===== src/rtl/dual_channel_decimator_if.sv =====
// rtl/dual_channel_decimator_if.sv - Register bus plus input and output sample streams for dual_channel_decimator
//
// Purpose: bundles the Avalon-MM style register slave and the two sample
// streams so the decimator and its driver share one connection.
// Ports (signals):
//   avs_s0_address/read/readdata/write/writedata  4-word register slave
//   asi_in0_data/valid                            {ch1, ch0} input samples, no backpressure
//   aso_out0_data/valid                           {ch1, ch0} reduced samples
// Modports: master drives requests and samples, slave is the decimator.
interface dual_channel_decimator_if #(
    parameter int DATA_W = 16
);
    logic [1:0]          avs_s0_address;
    logic                avs_s0_read;
    logic [31:0]         avs_s0_readdata;
    logic                avs_s0_write;
    logic [31:0]         avs_s0_writedata;
    logic [2*DATA_W-1:0] asi_in0_data;
    logic                asi_in0_valid;
    logic [2*DATA_W-1:0] aso_out0_data;
    logic                aso_out0_valid;

    modport master (
        output avs_s0_address, avs_s0_read, avs_s0_write, avs_s0_writedata,
        output asi_in0_data, asi_in0_valid,
        input  avs_s0_readdata, aso_out0_data, aso_out0_valid
    );

    modport slave (
        input  avs_s0_address, avs_s0_read, avs_s0_write, avs_s0_writedata,
        input  asi_in0_data, asi_in0_valid,
        output avs_s0_readdata, aso_out0_data, aso_out0_valid
    );
endinterface


===== src/rtl/dual_channel_decimator.sv =====
// rtl/dual_channel_decimator.sv - Dual-channel boxcar-average / peak-hold decimator with register slave
//
// Purpose: reduces each block of 2^LOG2N packed {ch1, ch0} samples to one
// output word, either by per-channel average (floor) or per-channel max.
// Ports:
//   csi_clk    single rising-edge clock
//   rsi_reset  synchronous active-high reset
//   io         register slave, input stream and output stream (slave modport)
// Registers: 0 CTRL {mode[2:1], enable[0]}, 1 LOG2N[3:0] (clamped),
//            2 COUNT (write clears), 3 LAST output word.
module dual_channel_decimator #(
    parameter int DATA_W   = 16,
    parameter int MAX_LOG2 = 8
) (
    input  logic                     csi_clk,
    input  logic                     rsi_reset,
    dual_channel_decimator_if.slave  io
);
    localparam int ACC_W = DATA_W + MAX_LOG2;
    localparam logic [3:0] LOG2_LIMIT = 4'(MAX_LOG2);
    localparam logic [MAX_LOG2:0] ONE = 1;

    logic                enable;
    logic [1:0]          mode;
    logic [3:0]          log2n;
    logic [31:0]         out_count;
    logic [ACC_W-1:0]    acc0;
    logic [ACC_W-1:0]    acc1;
    logic [MAX_LOG2-1:0] sample_cnt;
    logic [2*DATA_W-1:0] out_data;
    logic                out_valid;

    logic [DATA_W-1:0]   in0;
    logic [DATA_W-1:0]   in1;
    logic                accept;
    logic                cfg_write;
    logic                count_clear;
    logic                is_pass;
    logic                is_peak;
    logic [MAX_LOG2:0]   block_last_idx;
    logic                last_sample;
    logic [ACC_W-1:0]    sum0;
    logic [ACC_W-1:0]    sum1;
    logic [ACC_W-1:0]    peak0;
    logic [ACC_W-1:0]    peak1;
    logic [ACC_W-1:0]    avg0;
    logic [ACC_W-1:0]    avg1;
    logic [DATA_W-1:0]   red0;
    logic [DATA_W-1:0]   red1;
    logic [31:0]         read_mux;
    logic [27:0]         unused_wdata;

    assign in0 = io.asi_in0_data[DATA_W-1:0];
    assign in1 = io.asi_in0_data[2*DATA_W-1:DATA_W];

    // A register write in the same cycle as a sample always wins; the sample is lost.
    assign accept      = enable && io.asi_in0_valid && !io.avs_s0_write;
    assign cfg_write   = io.avs_s0_write && (io.avs_s0_address == 2'd0 || io.avs_s0_address == 2'd1);
    assign count_clear = io.avs_s0_write && (io.avs_s0_address == 2'd2);

    // Modes 0 and 3 pass through, as does any mode with a block length of one.
    assign is_pass = (mode == 2'd0) || (mode == 2'd3) || (log2n == 4'd0);
    assign is_peak = (mode == 2'd2);

    assign block_last_idx = (ONE << log2n) - ONE;
    assign last_sample    = ({1'b0, sample_cnt} == block_last_idx);

    // The accumulator never holds the current sample, so the block result
    // is always formed from accumulator plus the sample arriving now.
    assign sum0  = acc0 + ACC_W'(in0);
    assign sum1  = acc1 + ACC_W'(in1);
    assign peak0 = (ACC_W'(in0) > acc0) ? ACC_W'(in0) : acc0;
    assign peak1 = (ACC_W'(in1) > acc1) ? ACC_W'(in1) : acc1;
    assign avg0  = sum0 >> log2n;
    assign avg1  = sum1 >> log2n;
    assign red0  = is_peak ? peak0[DATA_W-1:0] : avg0[DATA_W-1:0];
    assign red1  = is_peak ? peak1[DATA_W-1:0] : avg1[DATA_W-1:0];

    always_ff @(posedge csi_clk) begin
        if (rsi_reset) begin
            enable     <= 1'b0;
            mode       <= 2'd0;
            log2n      <= 4'd0;
            out_count  <= 32'd0;
            acc0       <= '0;
            acc1       <= '0;
            sample_cnt <= '0;
            out_data   <= '0;
            out_valid  <= 1'b0;
        end else begin
            out_valid <= 1'b0;

            if (io.avs_s0_write) begin
                case (io.avs_s0_address)
                    2'd0: begin
                        enable <= io.avs_s0_writedata[0];
                        mode   <= io.avs_s0_writedata[2:1];
                    end
                    2'd1: log2n <= (io.avs_s0_writedata[3:0] > LOG2_LIMIT) ? LOG2_LIMIT
                                                                          : io.avs_s0_writedata[3:0];
                    default: ;
                endcase
            end

            if (count_clear) begin
                out_count <= 32'd0;
            end else if (accept && (is_pass || last_sample)) begin
                out_count <= out_count + 32'd1;
            end

            if (!enable || cfg_write) begin
                acc0       <= '0;
                acc1       <= '0;
                sample_cnt <= '0;
            end else if (accept) begin
                if (is_pass) begin
                    out_data  <= io.asi_in0_data;
                    out_valid <= 1'b1;
                end else if (last_sample) begin
                    out_data   <= {red1, red0};
                    out_valid  <= 1'b1;
                    acc0       <= '0;
                    acc1       <= '0;
                    sample_cnt <= '0;
                end else begin
                    acc0       <= is_peak ? peak0 : sum0;
                    acc1       <= is_peak ? peak1 : sum1;
                    sample_cnt <= sample_cnt + 1'b1;
                end
            end
        end
    end

    always_comb begin
        read_mux = 32'd0;
        case (io.avs_s0_address)
            2'd0:    read_mux = {29'd0, mode, enable};
            2'd1:    read_mux = {28'd0, log2n};
            2'd2:    read_mux = out_count;
            default: read_mux = 32'(out_data);
        endcase
    end

    assign io.avs_s0_readdata = io.avs_s0_read ? read_mux : 32'd0;
    assign io.aso_out0_data   = out_data;
    assign io.aso_out0_valid  = out_valid;
    assign unused_wdata       = io.avs_s0_writedata[31:4];
endmodule

===== src/flat_wrapper.sv =====
// flat-port wrapper written by rule: the top's interface ports become plain ports
module dual_channel_decimator_flat 
#(
    parameter int DATA_W   = 16,
    parameter int MAX_LOG2 = 8
)
  (csi_clk, rsi_reset, io_avs_s0_address, io_avs_s0_read, io_avs_s0_write, io_avs_s0_writedata, io_asi_in0_data, io_asi_in0_valid, io_avs_s0_readdata, io_aso_out0_data, io_aso_out0_valid);
  dual_channel_decimator_if #(.DATA_W(DATA_W)) io_i ();
  input  logic csi_clk;
  input  logic rsi_reset;
  input wire logic [$bits(io_i.avs_s0_address)-1:0] io_avs_s0_address;
  input wire logic [$bits(io_i.avs_s0_read)-1:0] io_avs_s0_read;
  input wire logic [$bits(io_i.avs_s0_write)-1:0] io_avs_s0_write;
  input wire logic [$bits(io_i.avs_s0_writedata)-1:0] io_avs_s0_writedata;
  input wire logic [$bits(io_i.asi_in0_data)-1:0] io_asi_in0_data;
  input wire logic [$bits(io_i.asi_in0_valid)-1:0] io_asi_in0_valid;
  output wire logic [$bits(io_i.avs_s0_readdata)-1:0] io_avs_s0_readdata;
  output wire logic [$bits(io_i.aso_out0_data)-1:0] io_aso_out0_data;
  output wire logic [$bits(io_i.aso_out0_valid)-1:0] io_aso_out0_valid;
  assign io_i.avs_s0_address = io_avs_s0_address;
  assign io_i.avs_s0_read = io_avs_s0_read;
  assign io_i.avs_s0_write = io_avs_s0_write;
  assign io_i.avs_s0_writedata = io_avs_s0_writedata;
  assign io_i.asi_in0_data = io_asi_in0_data;
  assign io_i.asi_in0_valid = io_asi_in0_valid;
  assign io_avs_s0_readdata = io_i.avs_s0_readdata;
  assign io_aso_out0_data = io_i.aso_out0_data;
  assign io_aso_out0_valid = io_i.aso_out0_valid;
  dual_channel_decimator #(.DATA_W(DATA_W), .MAX_LOG2(MAX_LOG2)) u_core (.csi_clk(csi_clk), .rsi_reset(rsi_reset), .io(io_i));
endmodule

===== config.mk =====
export PLATFORM = sky130hd
export DESIGN_NAME = dual_channel_decimator_flat
export DESIGN_NICKNAME = d
export VERILOG_FILES = /design/src/rtl/dual_channel_decimator_if.sv /design/src/rtl/dual_channel_decimator.sv /design/src/flat_wrapper.sv
export SDC_FILE = /design/constraint.sdc
export NUM_CORES = 1
export LEC_CHECK = 0
export CORE_UTILIZATION = 35
export DETAILED_ROUTE_END_ITERATION = 8
export HOLD_SLACK_MARGIN = 0.03
export PLACE_DENSITY_LB_ADDON = 0.2
export SYNTH_ARGS = -nofsm -noshare
export SYNTH_HDL_FRONTEND = slang
export SYNTH_SLANG_ARGS = --single-unit

===== constraint.sdc =====
create_clock -name csi_clk -period 4.4 [get_ports csi_clk]
set_clock_uncertainty 0.2 [all_clocks]
set_input_delay 0.88 -clock csi_clk [delete_from_list [all_inputs] [get_ports csi_clk]]
set_output_delay 0.88 -clock csi_clk [all_outputs]
set_load 0.05 [all_outputs]

Yosys cells after proc, flatten, opt, wreduce, memory -nomap -nowiden:

Cells that the tools add are included.

* bits in registers: 128
* input port bits: 71
* output and inout port bits: 65
* logic and storage cells: 73

* add/subtract/negate cells: 5
* order comparisons: 3
* equal/unequal tests: 7
* shift operators: 3
* mux-type cells: 16
* bitwise operators: 3
* reductions and logical operators: 25

Operators by type and width (count)
* $mux 24: 6
* $mux 32: 3
* $pmux 32 s3: 1
* $add 24x16->24: 2
* $gt 16x24->1: 2
* $shr 24x4->16: 2
* $add 32x1->32 const B: 1
* $mux 16: 2
* $eq 8x9->1: 1
* $reduce_and 3->1: 3
* $shl 1x4->9 const A: 1
* $sub 9x1->9 const B: 1
* $add 8x1->8 const B: 1
* $mux 8: 1
* $eq 2x2->1 const B: 3
* $ne 3x3->1 const B: 2
* $reduce_and 2->1: 3
* $logic_and 1x1->1: 5
* $logic_or 1x1->1: 5
* $gt 4x4->1 const B: 1
* $logic_not 2->1: 2
* $logic_not 4->1: 1
* $mux 4: 1
* $reduce_or 2->1: 2
* 6 further kinds: 10

Logic depth before layout (Yosys ltp):

* word-level depth: 6
* mapped depth: 17
* gate-level depth less buffers: 13

Worst setup path before layout:

No wires, ideal clock.

* path type: flip-flop to flip-flop
* start point: reg u_core.log2n[2]
* end point: reg u_core.out_count[28]
* library setup time: 0.071 ns
* data arrival time: 3.838 ns
* data required time: 4.129 ns
* path slack: 0.291 ns
* stages on the path, launching flop included: 17
* path buffers: 5
* period minus slack after synthesis: 4.109 ns
* cells stage by stage: dfxtp_1 > buf_2 > clkbuf_1 > buf_1 > nor2_1 > nand2_1 > ha_1 > clkbuf_1 > xnor2_1 > xnor2_1 > nor4b_4 > o2111ai_4 > a2111o_1 > or3_1 > buf_6 > or3_1 > a21oi_1

* cells in the longest elaborated chain, start to end: 5
* elaborated cells between the ends (all ways): 7
* those cells by class: 1 x add/sub; 1 x eq/ne; 1 x shift; 4 x reduce/logical

Ends and longest elaborated chain
* from (decl): line dual_channel_decimator.sv:25 `logic [3:0] log2n;`
* from (signal assigned): line dual_channel_decimator.sv:99 `2'd1: log2n <= (io.avs_s0_writedata[3:0] > LOG2_LIMIT) ? LOG2_LIMIT`
* $shl 1x4->9: line dual_channel_decimator.sv:65 `assign block_last_idx = (ONE << log2n) - ONE;`
* $sub 9x1->9: line dual_channel_decimator.sv:65
* $eq 8x9->1: line dual_channel_decimator.sv:66 `assign last_sample = ({1'b0, sample_cnt} == block_last_idx);`
* $logic_or 1x1->1 *: line dual_channel_decimator.sv:107 `end else if (accept && (is_pass || last_sample)) begin`
* $logic_and 1x1->1 *: line dual_channel_decimator.sv:107
* to (signal assigned): line dual_channel_decimator.sv:108 `out_count <= out_count + 32'd1;`
* to (decl): line dual_channel_decimator.sv:26 `logic [31:0] out_count;`

Mark *: on every way between the ends. The rest lies on a longest branch, timed or not.
A chain may end at the register's enable or synchronous reset.

Worst setup path after layout:

* start point: in io_asi_in0_data[4]
* end point: reg u_core.out_data[9] (netlist: u_core.io.aso_out0_data[9])

* cells in the longest elaborated chain, start to end: 5
* elaborated cells between the ends (all ways): 7
* those cells by class: 1 x add/sub; 1 x order compare; 1 x shift; 4 x mux

Ends and longest elaborated chain
* from (decl): line flat_wrapper.sv:15 `input wire logic [$bits(io_i.asi_in0_data)-1:0] io_asi_in0_data;`
* $add 24x16->24 / $gt 16x24->1 (equally long branches): line dual_channel_decimator.sv:70, dual_channel_decimator.sv:72
* $shr 24x4->16 / $mux 24 (equally long branches): line dual_channel_decimator.sv:74, dual_channel_decimator.sv:72
* $mux 16 *: line dual_channel_decimator.sv:76 `assign red0 = is_peak ? peak0[DATA_W-1:0] : avg0[DATA_W-1:0];`
* $mux 32 *: line dual_channel_decimator.sv:119 `end else if (last_sample) begin`
* $mux 32 *: line dual_channel_decimator.sv:116 `if (is_pass) begin`
* to (signal assigned): line dual_channel_decimator.sv:117 `out_data <= io.asi_in0_data;`
* to (signal assigned): line dual_channel_decimator.sv:120 `out_data <= {red1, red0};`
* to (decl): line dual_channel_decimator.sv:30 `logic [2*DATA_W-1:0] out_data;`

Mark *: on every way between the ends. The rest lies on a longest branch, timed or not. The select of a mux whose other input is x is not followed.

==> summary.md <==
| Metric | Value |
|---|---|
| Commonest non-fill, non-tap cell in the layout | `buf_4` |
| Top-area cell type share of the netlist area | `18.89%` |
| CTS clk-pin slew, worst paths | `about 0.060 ns` |
| Crit Path Max Fanout | `4` |
| Syn nets | `approximately 2000` |
| Largest stage delay, worst path | `between 0.5 and 0.6 ns` |
| DR iter-0 viols | `roughly 1600` |
| Area grow syn2layout | `30.97%` |
| IO Port Bufs | `107` |
| Final Hold Fails | `0` |
| Initial antenna violation count | `1` |
| Synth warn | `0` |
| Element type at the critical path end | `register` |
| EDFF count, synth | `0` |
| Initial Utilization | `a little over a third` |
| First-pass GRT wire length | `about 87000 um` |
| CP Launch Type | `input pin` |
| Synth Instances | `between 1500 and 2000` |
| Main synth FF type | `dfxtp_1` |
| Syn avg cell area | `roughly 7.3 um2` |
| Placed cells | `around 2600` |
| PwrDens | `~200 nW/um2` |
| DRC viols | `0` |
| Post-DR vias/cell | `5.846` |
| CTS Buf Count | `17` |
| Synth area leader | `dfxtp_1` |
| Post-Syn Area | `13560 um2` |
| WP data required | `between 4 and 5 ns` |
| # rows | `71` |
| Most frequent cells in the layout | `buf_4 (333), nor2_1 (232), nand2_1 (161), a21oi_1 (131), dfxtp_1 (125)` |
| Vias in the first global route | `about 15000` |
| Top post-synthesis cells by area | `dfxtp_1 (19%), nor2_1 (6.4%), ha_1 (6.3%)` |
| Layout cells sized above 1 | `a little over a fifth` |
| FFs w/ async S/R, synth | `0%` |
| H-tree lvl count | `4` |
| Final design utilization | `around 47%` |
| RSZ-0062 raised after global routing | `yes` |
| I/O pin count | `~140` |
| Final net count | `about 2300` |
| Max cap viols | `0` |
| Min Tclk post-route | `between 4 and 5 ns` |
| Die ar. | `around 40000 um2` |
| Clock Path Buffers | `2` |
| Post-DP HPWL | `between 40000 and 50000 um` |
| Max Slew Vio Count | `0` |
| Peak VDD IR | `approximately 190 uV` |
| Leak | `~0.007 uW` |
| Drt first pass iters | `6` |
| Clock sink total | `128` |
| Seq cells post-synth | `about 130` |
| CTS Root Cell | `clkbuf_16` |
| Largest net degree at the start of global routing | `between 80 and 90` |
| Critical setup path kind | `input pin to register` |
| Die Span X | `198.9 um` |
| Cells along the critical path | `clkdlybuf4s50_1, ha_1, buf_4, inv_1, a221oi_2, buf_4, a211oi_2, buf_4, or4_1, a311oi_2, a2111oi_0, a211o_1, a2111o_1, a21oi_1` |
| Post-route ant nets | `0` |
| Seq/Total Area, Yosys | `18.89%` |
| Top cell by count, worst path | `buf_4` |
| Tcrit/Tclk final | `between 90 and 100%` |
| WP data arrival | `between 4 and 5 ns` |
| Multi-input logic area | `10350 um2` |
| Non-filler cells, final | `about 2700` |
| Slew @ Worst Pin | `between 0.8 and 0.9 ns` |
| Worst-skew pair later-pin latency | `about 0.45 ns` |
| Drt wl/cell | `roughly 21 um` |
| Storage cell area | `around 2600 um2` |
| Core ar. | `37930 um2` |
| Slew HR | `40.21%` |
| Fillers | `between 3000 and 4000` |
| Grt ovf | `0` |
| Final setup vio count | `0` |
| Status | `completed` |
| Hold Path Class | `register to register` |
| All-Layer GR Usage | `about 29%` |
| Post-synth cell types | `between 100 and 150` |
| CTS tree | `built` |
| Max Clk Rate | `approximately 0.23 GHz` |
| RePlAce Congestion | `between 0.9 and 1` |
| Worst path slowest cell | `or4_1` |
| Die height | `198.9 um` |
| Routed WL | `approximately 57000 um` |
| Via Count | `approximately 16000` |
## layer usage
| metal | up-vias | share of wire [%] | track usage [%] |
|---|---|---|---|
| met2 | 631 | 43 | 43.50 |
| li1 | 7462 | - | - |
| met4 | 0 | 2.3 | 7.578 |
| met5 | - | 0 | 0 |
| met1 | 7463 | 47 | 40.83 |
| met3 | 88 | 7.6 | 5.358 |
## through the flow
step / hold WS, ns / worst slack, ns / setup TNS, ns / instance area [um2] / total power (uW)
after floorplan: 0.2486 / 0.2912 / 0 / 13560 / 1586
final: 0.2831 / 0.1104 / 0 / 17760 / 3465
after global routing: 0.3240 / -0.01480 / -0.02602 / 17760 / 3584
after CTS: 0.2852 / 0.01572 / 0 / 17600 / 3463
after global placement: 0.2627 / -0.4559 / -8.430 / 16970 / 1893
after detailed placement: 0.2730 / -0.4202 / -8.920 / 16970 / 1899
## cell type report
class	instances	area share [%]
Timing Repair Buffer	412	18.55
Clock inverter	12	0.9508
Clock buffer	20	2.627
Antenna cell	1	0.01409
Inverter	73	1.542
Tap cell	511	3.599
Multi-Input combinational cell	1519	58.27
Sequential cell	128	14.45
## critical path, delay by kind of cell
family          cells  cell delay [ns]
compound gates      7             1.73
fa+ha+maj           1             0.33
buf+inv             5             0.95
simple gates        1             0.55
## where the power goes
group          leakage, uW  total, uW  switching, uW  internal, uW
clock network     0.000313       1570            620           949
registers          0.00103       1170           7.48          1160
logic              0.00560        725            416           309
total              0.00694       3460           1040          2420
## cells in the mapped netlist (29+ instances only)
library cell  count
a21oi_1         133
clkbuf_1        109
dfxtp_1         128
ha_1             68
inv_1            71
mux2i_1          77
nand2_1         161
nand3_1          54
nor2_1          233
nor2b_1          31
nor3_1           46
o211ai_1         38
o21ai_0          90
or3_1            29
xnor2_1          35
xor2_1           35
## worst paths after layout
check | startpoint | endpoint | slack (ns) | cells past startpoint
worst max-delay path | io_asi_in0_data[4] | u_core.io.aso_out0_data[9] | 0.11 | 14
worst min-delay path | u_core.acc0[12] | u_core.acc0[12] | 0.28 | 2
worst max register to register | u_core.log2n[0] | u_core.out_count[30] | 0.23 | 11
worst min register to register | u_core.acc0[12] | u_core.acc0[12] | 0.28 | 2
## cells by family after synthesis
logic type	Yosys count	synth area share [%]
AOI/OAI and AO/OA	549	28.42
buffers and inverters	209	6.079
muxes	110	9.529
DFF	128	18.89
xor gates and xnor gates	70	4.520
and+or+nand+nor	720	25.99
adders and majority gates	70	6.568
## what timing repair did
action	4_1_cts	5_1_grt
buffers inserted	0	1
resized for setup	0	30
setup endpoints to repair	0	18
hold buffers	0	0
## sequential cells by signal (all words and copies together) (netlist names)
register and flops:
u_core.io.aso_out0_data 32, u_core.out_count 32, u_core.acc0 24, u_core.acc1 24, u_core.sample_cnt 8, u_core.log2n 4
u_core.mode 2, u_core.enable 1, u_core.io.aso_out0_valid 1
Power figures use the tool's default switching activity.
